==> config.mk <==
export PLATFORM = sky130hd
export DESIGN_NAME = mdio_mgmt
export DESIGN_NICKNAME = d
export VERILOG_FILES = /design/src/rtl/mdio_mgmt.sv
export SDC_FILE = /design/constraint.sdc
export NUM_CORES = 1
export LEC_CHECK = 0
export CAP_MARGIN = 10
export CORE_MARGIN = 2
export CORE_UTILIZATION = 40
export DETAILED_ROUTE_END_ITERATION = 6
export PLACE_DENSITY = 0.58
export SLEW_MARGIN = 20
export SYNTH_ARGS = -nofsm -noshare
export SYNTH_HDL_FRONTEND = slang
export SYNTH_SLANG_ARGS = --single-unit
==> constraint.sdc <==
create_clock -name clk -period 2.6 [get_ports clk]
set_input_delay 0.39 -clock clk [delete_from_list [all_inputs] [get_ports clk]]
set_output_delay 0.39 -clock clk [all_outputs]
set_load 0.05 [all_outputs]
==> src/rtl/mdio_mgmt.sv <==
// mdio_mgmt: Clause-22 MDIO management master for three PHY buses.
//
// After reset (or on phy_reset_req) it holds phy_reset_n low for RST_HOLD
// cycles, waits RST_WAIT cycles with the resets released, then accepts
// read/write commands and serialises each one as a 64-bit MDIO frame on
// the selected port.
//
// Ports:
//   clk, rst          - clock, synchronous active-high reset
//   phy_reset_req     - one-cycle pulse requesting a new PHY reset sequence
//   cmd_*             - command port (valid/ready), cmd_port selects PHY bus
//   rsp_valid         - one-cycle completion pulse, with rsp_rdata/rsp_err
//   busy              - high whenever the engine is not idle
//   mdc/mdio_o/mdio_t - per-port management pins (mdio_t = 1 releases)
//   mdio_i            - per-port synchronised MDIO input
//   phy_reset_n       - PHY hardware resets, driven together
//
// Handshake: a command transfers on any cycle where cmd_valid and cmd_ready
// are both high; cmd_ready is a pure decode of the IDLE state register, so
// it falls the cycle after an accept and returns only when IDLE is re-entered.
module mdio_mgmt #(
  parameter int CLK_DIV  = 25,
  parameter int RST_HOLD = 1250000,
  parameter int RST_WAIT = 6250000
) (
  input  logic        clk,
  input  logic        rst,
  input  logic        phy_reset_req,
  input  logic        cmd_valid,
  output logic        cmd_ready,
  input  logic [1:0]  cmd_port,
  input  logic        cmd_read,
  input  logic [4:0]  cmd_phyad,
  input  logic [4:0]  cmd_regad,
  input  logic [15:0] cmd_wdata,
  output logic        rsp_valid,
  output logic [15:0] rsp_rdata,
  output logic        rsp_err,
  output logic        busy,
  output logic [2:0]  mdc,
  output logic [2:0]  mdio_o,
  output logic [2:0]  mdio_t,
  input  logic [2:0]  mdio_i,
  output logic [2:0]  phy_reset_n
);

  localparam int DIV_W = $clog2(2 * CLK_DIV);

  typedef enum logic [2:0] {
    S_RST_HOLD,
    S_RST_WAIT,
    S_IDLE,
    S_SHIFT,
    S_DONE
  } state_t;

  state_t state, state_nx;

  logic [31:0]      rst_cnt;
  logic [DIV_W-1:0] div_cnt;
  logic [5:0]       bit_idx;
  logic [63:0]      frame;     // outgoing bits, MSB is the bit on the wire
  logic [1:0]       port_q;
  logic             read_q;
  logic             pend_q;    // reset request deferred until frame completes
  logic             ta_err_q;
  logic [15:0]      rd_shift;

  logic accept, bit_end, last_bit, hold_done, wait_done;
  logic mdc_hi, sample_now, mdio_sel, released;

  assign accept     = (state == S_IDLE) && cmd_valid;
  assign bit_end    = (div_cnt == DIV_W'(2 * CLK_DIV - 1));
  assign last_bit   = bit_end && (bit_idx == 6'd63);
  assign hold_done  = (rst_cnt == 32'(RST_HOLD - 1));
  assign wait_done  = (rst_cnt == 32'(RST_WAIT - 1));
  assign mdc_hi     = (div_cnt >= DIV_W'(CLK_DIV));
  // The first cycle of the high half is the MDC rising edge.
  assign sample_now = (state == S_SHIFT) && read_q && (div_cnt == DIV_W'(CLK_DIV));
  assign released   = read_q && (bit_idx >= 6'd46);

  always_comb begin
    case (port_q)
      2'd0:    mdio_sel = mdio_i[0];
      2'd1:    mdio_sel = mdio_i[1];
      default: mdio_sel = mdio_i[2];
    endcase
  end

  // Next-state logic
  always_comb begin
    state_nx = state;
    case (state)
      S_RST_HOLD: begin
        if (!phy_reset_req && hold_done) state_nx = S_RST_WAIT;
      end
      S_RST_WAIT: begin
        if (phy_reset_req)  state_nx = S_RST_HOLD;
        else if (wait_done) state_nx = S_RST_WAIT == S_RST_WAIT ? S_IDLE : S_IDLE;
      end
      S_IDLE: begin
        // An accept wins over a same-cycle reset request; the request is
        // then deferred like one arriving mid-frame.
        if (accept)                    state_nx = (cmd_port == 2'd3) ? S_DONE : S_SHIFT;
        else if (phy_reset_req || pend_q) state_nx = S_RST_HOLD;
      end
      S_SHIFT: begin
        if (last_bit) state_nx = S_DONE;
      end
      S_DONE: begin
        // Go straight to reset so no command can slip in between.
        state_nx = (phy_reset_req || pend_q) ? S_RST_HOLD : S_IDLE;
      end
      default: state_nx = S_RST_HOLD;
    endcase
  end

  always_ff @(posedge clk) begin
    if (rst) begin
      state     <= S_RST_HOLD;
      rst_cnt   <= '0;
      div_cnt   <= '0;
      bit_idx   <= '0;
      frame     <= '0;
      port_q    <= '0;
      read_q    <= 1'b0;
      pend_q    <= 1'b0;
      ta_err_q  <= 1'b0;
      rd_shift  <= '0;
      rsp_rdata <= '0;
      rsp_err   <= 1'b0;
    end else begin
      state <= state_nx;

      // Restart the reset timers on every state change and on any request.
      if ((state_nx != state) || phy_reset_req) rst_cnt <= '0;
      else                                      rst_cnt <= rst_cnt + 32'd1;

      if (state_nx == S_RST_HOLD) pend_q <= 1'b0;
      else if (phy_reset_req)     pend_q <= 1'b1;

      if (accept) begin
        port_q   <= cmd_port;
        read_q   <= cmd_read;
        frame    <= {32'hFFFF_FFFF, 2'b01,
                     cmd_read ? 2'b10 : 2'b01,
                     cmd_phyad, cmd_regad,
                     cmd_read ? 2'b11 : 2'b10,
                     cmd_read ? 16'h0000 : cmd_wdata};
        div_cnt  <= '0;
        bit_idx  <= '0;
        ta_err_q <= 1'b0;
        rd_shift <= '0;
        if (cmd_port == 2'd3) begin
          rsp_err   <= 1'b1;
          rsp_rdata <= '0;
        end
      end else if (state == S_SHIFT) begin
        if (bit_end) begin
          div_cnt <= '0;
          bit_idx <= bit_idx + 6'd1;
          frame   <= {frame[62:0], 1'b0};
        end else begin
          div_cnt <= div_cnt + DIV_W'(1);
        end

        if (sample_now) begin
          if (bit_idx == 6'd47)      ta_err_q <= mdio_sel;
          else if (bit_idx >= 6'd48) rd_shift <= {rd_shift[14:0], mdio_sel};
        end

        // Bit 63 was sampled mid-bit, so rd_shift is complete here.
        if (last_bit) begin
          rsp_rdata <= read_q ? rd_shift : 16'h0000;
          rsp_err   <= read_q && ta_err_q;
        end
      end
    end
  end

  // Pin decode: only the selected port ever toggles or drives.
  always_comb begin
    mdc    = '0;
    mdio_o = '0;
    mdio_t = '1;
    if (state == S_SHIFT) begin
      for (int i = 0; i < 3; i++) begin
        if (port_q == 2'(i)) begin
          mdc[i]    = mdc_hi;
          mdio_o[i] = frame[63] && !released;
          mdio_t[i] = released;
        end
      end
    end
  end

  assign cmd_ready   = (state == S_IDLE);
  assign busy        = (state != S_IDLE);
  assign rsp_valid   = (state == S_DONE);
  assign phy_reset_n = (state == S_RST_HOLD) ? 3'b000 : 3'b111;

endmodule

==> flow_summary.json <==
{
  "fin_nets": 843,
  "initial_core_util_pct": 41.11,
  "cts_tree": "built",
  "cts_buffers": 17,
  "critPathSlowestCell": "dfxtp_1",
  "routabilityCongestion": 0.8330,
  "drt-initial-drc-count": 334,
  "antenna_found_initial": 1,
  "fin_skew_ns": 0.007181,
  "synth-seq-cells": 149,
  "worst_setup_path_start_kind": "flip-flop",
  "hold_slack_ns": 0.3863,
  "r2r-start": "state[2]",
  "dp_hpwl_mm": 9.353,
  "slew_viol_final": 0,
  "synth_nets": 790,
  "hold_path_end": "state[0]",
  "fin_tns_setup_ns": 0,
  "drtAntennaViolNets": 0,
  "grt_overflow": 0,
  "drive_gt1_share_pct": 12.92,
  "fin_crit_sh_pct": 94.80,
  "die_y_microns": 129.5,
  "vdd_ir_drop_max_uv": 450.4,
  "core-area_sq_um": 15310,
  "hp-class": "input pin to flip-flop",
  "power_leakage_uw": 0.002782,
  "synth-seq-area-share_pct": 47.38,
  "maxCapViolCount": 0,
  "p_per_area_nw_per_um2": 624.8,
  "r2r_cells": 8,
  "syn_to_final_growth_pct": 24.36,
  "crit_chain": "nand3b_1, nor2_1, nand2_1, or2_2, nor2_1, buf_12",
  "cts_root_buffer": "clkbuf_16",
  "routed_wl_mm": 13.68,
  "clock_path_buffers": 2,
  "path_clk_slew_ns": 0.06,
  "clock-sinks": 149,
  "grt_pass1_vias": 4990,
  "port_buffers": 67,
  "cp.arrival_ns": 2.07,
  "setup_violations": 0,
  "worst_pin_slew_ns": 0.6868,
  "synth_edf_count": 0,
  "die_w_microns": 129.5,
  "end_kind": "output port",
  "grt_max_degree": 68,
  "syn-cell-area_sq_um": 6296,
  "crit_type": "flip-flop to output port",
  "rows": 45,
  "status": "complete, no violations",
  "grt_pass1_wl_mm": 23.34,
  "dpl_cell_area_sq_um": 7206,
  "h-tree-depth": 4,
  "ys_types": 48,
  "crit_top_cell": "nor2_1",
  "stdcell_count": 1024,
  "critical_path.max_stage_delay_ns": 0.44,
  "wl_per_cell_microns": 13.36,
  "viasPerCell": 5.079,
  "syn_area_per_cell_sq_um": 8.417,
  "crit_fanout": 10,
  "drc_errors": 0,
  "fin_area_sq_um": 7830,
  "ys_warn_count": 0,
  "hold_viol_final": 0,
  "track_usage_pct": 17.19,
  "boundaryPins": 68,
  "netlist_instances": 748,
  "fmax_mhz": 405.7,
  "ys.flop_type": "dfxtp_1",
  "clock_latency_ns": 0.42,
  "fin_util_pct": 51.13,
  "dp.cells": 991,
  "diodes": 0,
  "min_path_cells": 2,
  "final.min_clock_period_ns": 2.465,
  "fill_cells": 1449,
  "r2r_slack_ns": 0.20,
  "vias": 5201,
  "die_area_sq_um": 16760,
  "synthArstFlopShare_pct": 0,
  "cp.required_ns": 2.21,
  "hold_start": "rst",
  "cts_hold_buf": 0,
  "slew-limit-headroom_pct": 54.04,
  "drt_pass1_iterations": 5,
  "rr_endpoint": "frame[27]"
}
[stage by stage]
step | setup WS (ns) | power, uW
floorplan | 0.1029 | 2387
global placement | 0.2317 | 2454
detailed placement | 0.1840 | 2455
CTS | 0.01767 | 4940
global route | -0.01445 | 5056
finish | 0.1352 | 4892
[cell usage in the layout, fill, tap and decap left out, types with 12 or more instances in the layout]
cell type and n:
buf_4 21, inv_1 13, nor3_1 83, nand4_1 12, xor2_1 21, a21oi_1 51, nor2_1 95, dfxtp_1 149
nor2_2 30, nand2_1 79, nand3_1 33, mux2i_1 18, a22oi_1 23, clkdlybuf4s50_1 56, clkbuf_16 17, xnor2_1 17
[worst max path at each step]
stage	startpoint	to	slack (ns)	depth (start not counted)
final	state[2]	mdio_o[1]	0.14	6
after global placement	state[2]	frame[21]	0.23	7
after detailed placement	cmd_valid	div_cnt[2]	0.18	6
after global routing	state[2]	mdio_o[1]	-0.01	6
after floorplan	state[2]	mdio_o[1]	0.10	6
after CTS	state[2]	mdio_o[1]	0.02	6
[kinds of logic after synthesis]
kind of cell | Yosys count | synth area share (%)
AND/OR/NAND/NOR | 377 | 29.17
flip-flops | 149 | 47.38
AO/OA/AOI/OAI | 93 | 9.261
buffers and inverters | 66 | 4.670
XOR/XNOR | 38 | 5.286
multiplexers | 19 | 3.040
adder cells (fa/ha/maj) | 6 | 1.192
[per-layer routing]
layer / routed length [microns] / up-vias / share of wire, % / track usage (%)
met5: 0 / - / 0 / 0
met2: 6772 / 93 / 49 / 29.41
li1: - / 2667 / - / -
met3: 506 / 17 / 3.7 / 4.377
met4: 171 / 0 / 1.2 / 5.187
met1: 6233 / 2424 / 46 / 21.41
[synth_stat cells, types with 2 or more instances]
master / n / area share (%)
xnor2_1: 17 / 2.4
and4_1: 3 / 0.42
nor4_1: 6 / 0.60
nor2_2: 30 / 3.0
buf_4: 2 / 0.24
nand3b_1: 2 / 0.24
nor4b_1: 3 / 0.42
nand4_1: 12 / 1.2
o21ai_0: 5 / 0.40
nand2b_1: 3 / 0.30
buf_6: 3 / 0.54
inv_1: 13 / 0.78
a311oi_1: 4 / 0.56
or3_1: 5 / 0.50
clkbuf_1: 34 / 2.0
nor2_1: 95 / 5.7
a211oi_1: 2 / 0.24
buf_2: 13 / 1.0
or2_2: 4 / 0.40
or2_1: 2 / 0.20
a221oi_1: 3 / 0.42
nand3_1: 33 / 2.6
nand2_1: 79 / 4.7
and3_1: 6 / 0.60
nor3_1: 84 / 6.7
a22oi_1: 23 / 2.7
dfxtp_1: 149 / 47
mux2i_1: 18 / 2.9
ha_1: 6 / 1.2
xor2_1: 21 / 2.9
a21oi_1: 51 / 4.1
[final cells by class]
class                           instances  area (sq um)  share of cell area, %
Multi-Input combinational cell        533          3057                  39.04
Sequential cell                       149          2983                  38.10
Timing Repair Buffer                   87         869.6                  11.11
Clock buffer                           20         456.7                  5.833
Tap cell                              211         264.0                  3.372
Clock inverter                         11         151.4                  1.934
Inverter                               13         48.80                 0.6232
[critical path: cells and delay by family (launching register included)]
kind,cells,cell delay (ns)
and+or+nand+nor,5,1.04
DFF,1,0.44
buffers and inverters,1,0.17
[registers in the layout, indices dropped and copies added, names as in the netlist]
name / count
read_q: 1
state: 3
rsp_err: 1
ta_err_q: 1
port_q: 2
div_cnt: 6
pend_q: 1
rsp_rdata: 16
frame: 64
rd_shift: 16
rst_cnt: 32
bit_idx: 6
[timing repair]
action	CTS	global route
setup endpoints to repair	2	4
buffers inserted	0	2
gates resized for setup	2	4
[report_power, final]
part           switching, uW  internal [uW]
registers               1.78           2280
clock network            930           1560
logic                   58.2           59.3
(Power assumes the default switching activity.)
